$ cat config.mk
export PLATFORM = sky130hd
export DESIGN_NAME = snake_sequencer
export DESIGN_NICKNAME = d
export VERILOG_FILES = /design/src/rtl/snake_pkg.sv /design/src/rtl/snake_tick_gen.sv /design/src/rtl/snake_sequencer.sv
export SDC_FILE = /design/constraint.sdc
export NUM_CORES = 1
export LEC_CHECK = 0
export ABC_AREA = 1
export CAP_MARGIN = 5
export CORE_MARGIN = 4
export CORE_UTILIZATION = 35
export DETAILED_ROUTE_END_ITERATION = 6
export DONT_BUFFER_PORTS = 1
export SLEW_MARGIN = 20
export SYNTH_ARGS = -nofsm -noshare
export SYNTH_HDL_FRONTEND = slang
export SYNTH_SLANG_ARGS = --single-unit
$ cat constraint.sdc
create_clock -name clk -period 1.4 [get_ports clk]
set_input_delay 0.14 -clock clk [delete_from_list [all_inputs] [get_ports clk]]
set_output_delay 0.14 -clock clk [all_outputs]
set_load 0.1 [all_outputs]
$ cat src/rtl/snake_pkg.sv
// Shared types and helpers for the snake game sequencer.
// Direction encoding: UP=0, RIGHT=1, DOWN=2, LEFT=3; the reverse of a
// direction differs only in bit 1.
package snake_pkg;

    typedef enum logic [1:0] {
        DIR_UP    = 2'd0,
        DIR_RIGHT = 2'd1,
        DIR_DOWN  = 2'd2,
        DIR_LEFT  = 2'd3
    } dir_t;

    typedef enum logic [2:0] {
        ST_IDLE  = 3'd0,
        ST_RUN   = 3'd1,
        ST_STEP  = 3'd2,
        ST_APPLE = 3'd3,
        ST_PAUSE = 3'd4,
        ST_OVER  = 3'd5
    } state_t;

    // Direction that would make the snake turn back onto itself.
    function automatic dir_t opposite(input dir_t d);
        return dir_t'(d ^ 2'b10);
    endfunction

endpackage

$ cat src/rtl/snake_tick_gen.sv
// Game-step tick counter: counts 0..period-1 while enabled, holds its
// value while disabled, and is forced to zero by clear. wrap marks the
// enabled cycle on which the count sits at period-1.
module snake_tick_gen
    import snake_pkg::*;
#(
    parameter int CNT_W = 23
) (
    input  logic             clk,
    input  logic             rst_n,
    input  logic             clear,
    input  logic             enable,
    input  logic [CNT_W-1:0] period,
    output logic             wrap
);

    logic [CNT_W-1:0] count_r;
    logic             at_end_s;

    assign at_end_s = (count_r == (period - {{(CNT_W-1){1'b0}}, 1'b1}));
    assign wrap     = enable && at_end_s;

    // Step counter: clear wins, wrap returns to zero, otherwise count or hold.
    always_ff @(posedge clk or negedge rst_n) begin
        if (!rst_n) begin
            count_r <= {CNT_W{1'b0}};
        end else if (clear) begin
            count_r <= {CNT_W{1'b0}};
        end else if (wrap) begin
            count_r <= {CNT_W{1'b0}};
        end else if (enable) begin
            count_r <= count_r + {{(CNT_W-1){1'b0}}, 1'b1};
        end
    end

endmodule

$ cat src/rtl/snake_sequencer.sv
// Snake game sequencer: paces game steps, filters direction requests,
// handshakes with the datapath for moves and apple placement, and keeps
// score. Optional macro SNAKE_SPEEDUP_EN shortens the step period by
// TICK_DIV/16 per apple, never below TICK_DIV/4; without it the period is
// fixed at TICK_DIV. reset_n asserts asynchronously and releases
// synchronously to clk.
module snake_sequencer
    import snake_pkg::*;
#(
    parameter int TICK_DIV = 6_250_000,
    parameter int SCORE_W  = 8
) (
    input  logic               clk,
    input  logic               reset_n,
    input  logic               start,
    input  logic               pause,
    input  logic               dir_req_valid,
    input  logic [1:0]         dir_req,
    input  logic               step_done,
    input  logic               good_collision,
    input  logic               hit_fail,
    input  logic               apple_ack,
    output logic               step_req,
    output logic [1:0]         direction,
    output logic               apple_req,
    output logic [SCORE_W-1:0] score,
    output logic [2:0]         state,
    output logic               game_over
);

    localparam int CNT_W = $clog2(TICK_DIV + 1);

    logic [1:0]         rst_sync_r;
    logic               rst_n_s;
    state_t             state_r;
    state_t             state_nxt_s;
    dir_t               dir_r;
    dir_t               pend_r;
    logic [SCORE_W-1:0] score_r;
    logic               step_req_r;
    logic               apple_req_r;
    logic               game_over_r;
    logic [CNT_W-1:0]   period_s;
    logic               wrap_s;
    logic               tick_clear_s;
    logic               tick_en_s;
    logic               start_game_s;
    logic               launch_step_s;
    logic               score_inc_s;
    logic               score_sat_s;
    logic               dir_accept_s;

    // Reset bridge: asserts immediately, releases two clk edges later.
    always_ff @(posedge clk or negedge reset_n) begin
        if (!reset_n) begin
            rst_sync_r <= 2'b00;
        end else begin
            rst_sync_r <= {rst_sync_r[0], 1'b1};
        end
    end

    assign rst_n_s = rst_sync_r[1];

    assign start_game_s  = (state_r == ST_IDLE) && start;
    assign launch_step_s = (state_r == ST_RUN) && (state_nxt_s == ST_STEP);
    assign score_sat_s   = &score_r;
    assign score_inc_s   = (state_r == ST_STEP) && start && step_done &&
                           !hit_fail && good_collision;
    assign dir_accept_s  = dir_req_valid && (dir_t'(dir_req) != opposite(dir_r));

    // The counter idles at zero so every game begins with a full interval;
    // pause (or a dropping start) freezes it mid-count.
    assign tick_clear_s = (state_r == ST_IDLE);
    assign tick_en_s    = (state_r == ST_RUN) && start && !pause;

`ifdef SNAKE_SPEEDUP_EN
    localparam logic [CNT_W-1:0] PERIOD_MAX = CNT_W'(TICK_DIV);
    localparam logic [CNT_W-1:0] PERIOD_DEC = CNT_W'(TICK_DIV / 16);
    localparam logic [CNT_W-1:0] PERIOD_MIN = CNT_W'(TICK_DIV / 4);

    logic [CNT_W-1:0] period_r;

    // Step period shrinks with every counted apple down to the floor.
    always_ff @(posedge clk or negedge rst_n_s) begin
        if (!rst_n_s) begin
            period_r <= PERIOD_MAX;
        end else if (start_game_s) begin
            period_r <= PERIOD_MAX;
        end else if (score_inc_s && !score_sat_s) begin
            if (period_r >= (PERIOD_MIN + PERIOD_DEC)) begin
                period_r <= period_r - PERIOD_DEC;
            end else begin
                period_r <= PERIOD_MIN;
            end
        end
    end

    assign period_s = period_r;
`else
    assign period_s = CNT_W'(TICK_DIV);
`endif

    snake_tick_gen #(
        .CNT_W (CNT_W)
    ) u_tick_gen (
        .clk    (clk),
        .rst_n  (rst_n_s),
        .clear  (tick_clear_s),
        .enable (tick_en_s),
        .period (period_s),
        .wrap   (wrap_s)
    );

    // Next-state decode; a low start aborts any game in progress.
    always_comb begin
        state_nxt_s = state_r;
        case (state_r)
            ST_IDLE: begin
                if (start) state_nxt_s = ST_RUN;
                else       state_nxt_s = ST_IDLE;
            end
            ST_RUN: begin
                if (!start)      state_nxt_s = ST_IDLE;
                else if (pause)  state_nxt_s = ST_PAUSE;
                else if (wrap_s) state_nxt_s = ST_STEP;
                else             state_nxt_s = ST_RUN;
            end
            ST_STEP: begin
                if (!start)              state_nxt_s = ST_IDLE;
                else if (!step_done)     state_nxt_s = ST_STEP;
                else if (hit_fail)       state_nxt_s = ST_OVER;
                else if (good_collision) state_nxt_s = ST_APPLE;
                else                     state_nxt_s = ST_RUN;
            end
            ST_APPLE: begin
                if (!start)         state_nxt_s = ST_IDLE;
                else if (apple_ack) state_nxt_s = ST_RUN;
                else                state_nxt_s = ST_APPLE;
            end
            ST_PAUSE: begin
                if (!start)     state_nxt_s = ST_IDLE;
                else if (pause) state_nxt_s = ST_PAUSE;
                else            state_nxt_s = ST_RUN;
            end
            ST_OVER: begin
                if (!start) state_nxt_s = ST_IDLE;
                else        state_nxt_s = ST_OVER;
            end
            default: begin
                state_nxt_s = ST_IDLE;
            end
        endcase
    end

    // State register plus state-decoded handshake outputs, all registered.
    always_ff @(posedge clk or negedge rst_n_s) begin
        if (!rst_n_s) begin
            state_r     <= ST_IDLE;
            step_req_r  <= 1'b0;
            apple_req_r <= 1'b0;
            game_over_r <= 1'b0;
        end else begin
            state_r     <= state_nxt_s;
            step_req_r  <= (state_nxt_s == ST_STEP);
            apple_req_r <= (state_nxt_s == ST_APPLE);
            game_over_r <= (state_nxt_s == ST_OVER);
        end
    end

    // Direction: requests collect in pend_r (last wins, reversals dropped)
    // and only move to dir_r as a step launches, so it is stable in STEP.
    always_ff @(posedge clk or negedge rst_n_s) begin
        if (!rst_n_s) begin
            dir_r  <= DIR_RIGHT;
            pend_r <= DIR_RIGHT;
        end else if (start_game_s) begin
            dir_r  <= DIR_RIGHT;
            pend_r <= DIR_RIGHT;
        end else begin
            if (dir_accept_s) begin
                pend_r <= dir_t'(dir_req);
            end
            if (launch_step_s) begin
                dir_r <= pend_r;
            end
        end
    end

    // Score: cleared at game start, saturating increment per apple eaten.
    always_ff @(posedge clk or negedge rst_n_s) begin
        if (!rst_n_s) begin
            score_r <= {SCORE_W{1'b0}};
        end else if (start_game_s) begin
            score_r <= {SCORE_W{1'b0}};
        end else if (score_inc_s && !score_sat_s) begin
            score_r <= score_r + {{(SCORE_W-1){1'b0}}, 1'b1};
        end
    end

    assign step_req  = step_req_r;
    assign apple_req = apple_req_r;
    assign game_over = game_over_r;
    assign direction = dir_r;
    assign score     = score_r;
    assign state     = state_r;

endmodule

==> results.py <==
metrics = {
    "power_and_ir_drop": {
        "p_seq_frac": 0.329,
        "p_comb_frac": 0.399,
        "ir_drop_uv": 1100,
        "internal_power_w": 0.00267,
        "switching_share": 0.386,
        "pwr_density_cell_mw_per_mm2": 1050,
        "switching_power_w": 0.00168,
        "power.clock.fraction": 0.272,
        "leakage_nw": 1.92,
    },
    "setup_path": {
        "crit_type": "reg2reg",
        "cp_slowest_stage_delay_ps": 400,
        "start_kind": "flip-flop",
        "crit_cells": 10,
        "ff2ff_path_depth": 10,
        "critical_path_buf_inv_count": 2,
        "cp_max_fo": 7,
        "r2r_slack_ps": -150,
        "cp.arrival_ps": 1750,
        "cp_top_family": "simple AND/OR/NAND/NOR gates",
        "crit_required_ps": 1610,
        "critical_path.cell_chain": "ha_4 -> nand3_4 -> inv_4 -> nand2_4 -> nor3_4 -> nand3_4 -> nand2_8 -> inv_4 -> nand2_2 -> nor2_2",
        "crit_slowest_cell": "dfrtp_1",
        "end_kind": "flip-flop",
    },
    "synthesis": {
        "syn_avg_cell_area_um2": 7.24,
        "synth_cells": 354,
        "yosys_warnings": 0,
        "yosysSeqAreaShare": 0.421,
        "synthArstFlopShare": 1.00,
        "synth_edf_count": 0,
        "synth_area_leaders": "dfrtp_1 40%, nand2_1 13%, nor2_1 7.8%",
        "synth_top_cell_by_area": "dfrtp_1",
        "yosys.area.top_type_share": 0.400,
        "ys.flop_type": "dfrtp_1",
        "synth_area_mm2": 0.00256,
        "synth.distinct_cells": 30,
        "ys_ff_latch": 43,
        "syn_nets": 367,
    },
    "routing": {
        "dr.pass1.iters": 4,
        "route.detailed.drc": 0,
        "via_per_inst": 4.80,
        "ant_nets": 0,
        "wirelength_mm": 7.62,
        "vias": 2632,
        "routedWlPerCell_um": 13.9,
        "drt_iter0_drc": 233,
    },
    "timing": {
        "hold_viol_final": 0,
        "setup_tns_ps": -3190,
        "layout_setup_ws_ps": -147,
        "drv_slew": 0,
        "period_minus_slack_ps": 1550,
        "rsz0062_at_grt": "true",
        "finClkSkew_ps": 9.53,
        "finalSetupViolCount": 36,
        "fmax_mhz": 646,
        "worst_hold_slack_ps": 25.1,
        "min_period_over_period": 1.10,
    },
    "cts": {
        "clkLatencyLatePin_ps": 310,
        "cts_root_buf": "clkbuf_8",
        "cts-htree-levels": 2,
        "ctsLongestPathBuffers": 2,
        "clock-sinks": 43,
        "numCtsBuffers": 5,
        "path_clk_slew_ps": 90,
        "tritoncts": "built",
    },
    "finish": {
        "finalNonFillerCells": 548,
        "syn_to_final_growth_pct": 61.0,
        "nets": 464,
        "drive_above_1_share": 0.462,
        "diodes": 0,
    },
    "worst_hold_path": {
        "hp-class": "in2reg",
        "holdPathStages": 2,
    },
    "floorplanning": {
        "dieArea_mm2": 0.00875,
        "fp.dieH_um": 93.6,
        "core_area_mm2": 0.00694,
        "io_pins": 27,
        "std_cell_rows": 30,
        "fp.dieW_um": 93.6,
        "initial_utilization": 0.369,
    },
    "placement": {
        "gp_congestion": 0.845,
        "portBuffers": 0,
        "dpl.hpwl_mm": 5.12,
        "placedCellCount": 518,
        "dp_slack_ps": -149,
    },
    "global_routing": {
        "grt_pass1_wl_mm": 12.2,
        "antenna_found_initial": 0,
        "grt_use_total": 0.174,
        "grt_max_degree": 24,
        "grt_overflow": 0,
        "grt_pass1_vias": 2615,
    },
    "flow_run": {
        "cap_viol_max_count": 0,
    },
    "status": {
        "status": "finished, violations left",
        "violations": "negative setup slack",
    },
}
path summary, 6_finish.rpt:
check / start / to
worst max-delay path: u_tick_gen.count_r[1] / u_tick_gen.count_r[10]
worst min-delay path: hit_fail / state[2]
worst max register to register: u_tick_gen.count_r[1] / u_tick_gen.count_r[10]
worst min register to register: rst_sync_r[1] / state[0]
max in group asynchronous: rst_sync_r[1] / pend_r[0]
min in group asynchronous: reset_n / rst_sync_r[0]
what timing repair did:
item                       in CTS  in global routing
hold buffers                    3                  0
cloned                          3                  1
buffers inserted                4                 12
gates resized for setup        48                 47
pin swaps                      19                 33
setup endpoints to repair      39                 40
hold endpoints to repair        4                  0
placed cells by master, fill, tap and decap left out, types with 4 or more instances in the layout:
| cell | n |
|---|---|
| inv_1 | 32 |
| nand2_1 | 75 |
| buf_6 | 6 |
| dfrtp_1 | 27 |
| inv_2 | 6 |
| clkbuf_8 | 5 |
| nand3_1 | 26 |
| buf_4 | 78 |
| buf_12 | 5 |
| dfrtp_2 | 5 |
| nand2_2 | 8 |
| o21ai_2 | 7 |
| xnor2_1 | 4 |
| inv_4 | 7 |
| nand2_4 | 10 |
| nand3_4 | 5 |
| nor2_4 | 9 |
| nand3_2 | 9 |
| nor2_2 | 13 |
| xor2_1 | 8 |
| dfrtp_4 | 9 |
| nand4_1 | 12 |
| nor2_1 | 33 |
| nor3_2 | 5 |
| nand2_8 | 5 |
| o21ai_1 | 8 |
power groups by stage:
stage          registers, W  logic (W)  clock network [W]
3_3_place_gp        0.00144    0.00124                  0
6_report            0.00143    0.00174            0.00118
5_1_grt             0.00144    0.00184            0.00126
3_5_place_dp        0.00144    0.00126                  0
2_1_floorplan       0.00174   0.000596                  0
4_1_cts             0.00142    0.00156            0.00120
flip-flops by register name, indices dropped and copies added, names as in the netlist, 2 cells and up:
register,flops
state,3
u_tick_gen.count_r,23
rst_sync_r,2
pend_r,2
score,8
direction,2
kinds of logic (layout without fill, tap and decap cells):
| kind of cell | after synthesis | in the layout | share of synthesized area |
|---|---|---|---|
| AO/OA/AOI/OAI | 27 | 27 | 0.0561 |
| adder cells (fa/ha/maj) | 2 | 2 | 0.00976 |
| AND/OR/NAND/NOR | 217 | 218 | 0.388 |
| other | 1 | 1 | 0.00146 |
| flip-flops | 43 | 43 | 0.421 |
| XOR/XNOR | 13 | 13 | 0.0444 |
| buffers and inverters | 51 | 148 | 0.0796 |
layer usage:
metal  up-vias  wire length, um  track usage
met5         -                0            0
met1      1215             3280        0.216
li1       1330                -            -
met4         0              128       0.0517
met2        76             3830        0.300
met3        11              378       0.0426
worst reg2reg max path, cell delays in order (launching register included):
cell and delay, ps:
dfrtp_1 400, ha_4 170, nand3_4 90, inv_4 70, nand2_4 40, nor3_4 230, nand3_4 150, nand2_8 150
inv_4 50, nand2_2 60, nor2_2 40
synth_stat cells (2+ instances only):
cell / count
nand2_1: 91
nor2_1: 53
inv_1: 43
dfrtp_1: 41
nand3_1: 37
o21ai_0: 17
nand4_1: 12
xor2_1: 9
nor3_1: 7
a21oi_1: 6
buf_2: 4
nand2_2: 4
nor3_2: 4
xnor2_1: 4
dfstp_2: 2
ha_1: 2
inv_2: 2
nand2_4: 2
nand3_2: 2
o21bai_1: 2
per-stage QoR:
step | instance area, um2 | utilization | total power [W]
after floorplan | 2750 | - | 0.00234
after global placement | 3420 | 0.493 | 0.00268
after detailed placement | 3420 | 0.493 | 0.00270
after CTS | 3840 | 0.553 | 0.00418
after global routing | 4130 | 0.594 | 0.00453
final | 4130 | 0.594 | 0.00435
layout make-up:
cell class	instances	area, um2
clock buffer	6	72.6
clock inverter	2	60.1
fill	581	2820
inverter	46	190
multi-input combinational	261	1720
sequential	43	1120
tap	96	120
timing repair buffer	94	836
Note: power is estimated with default switching activity, not from simulation.
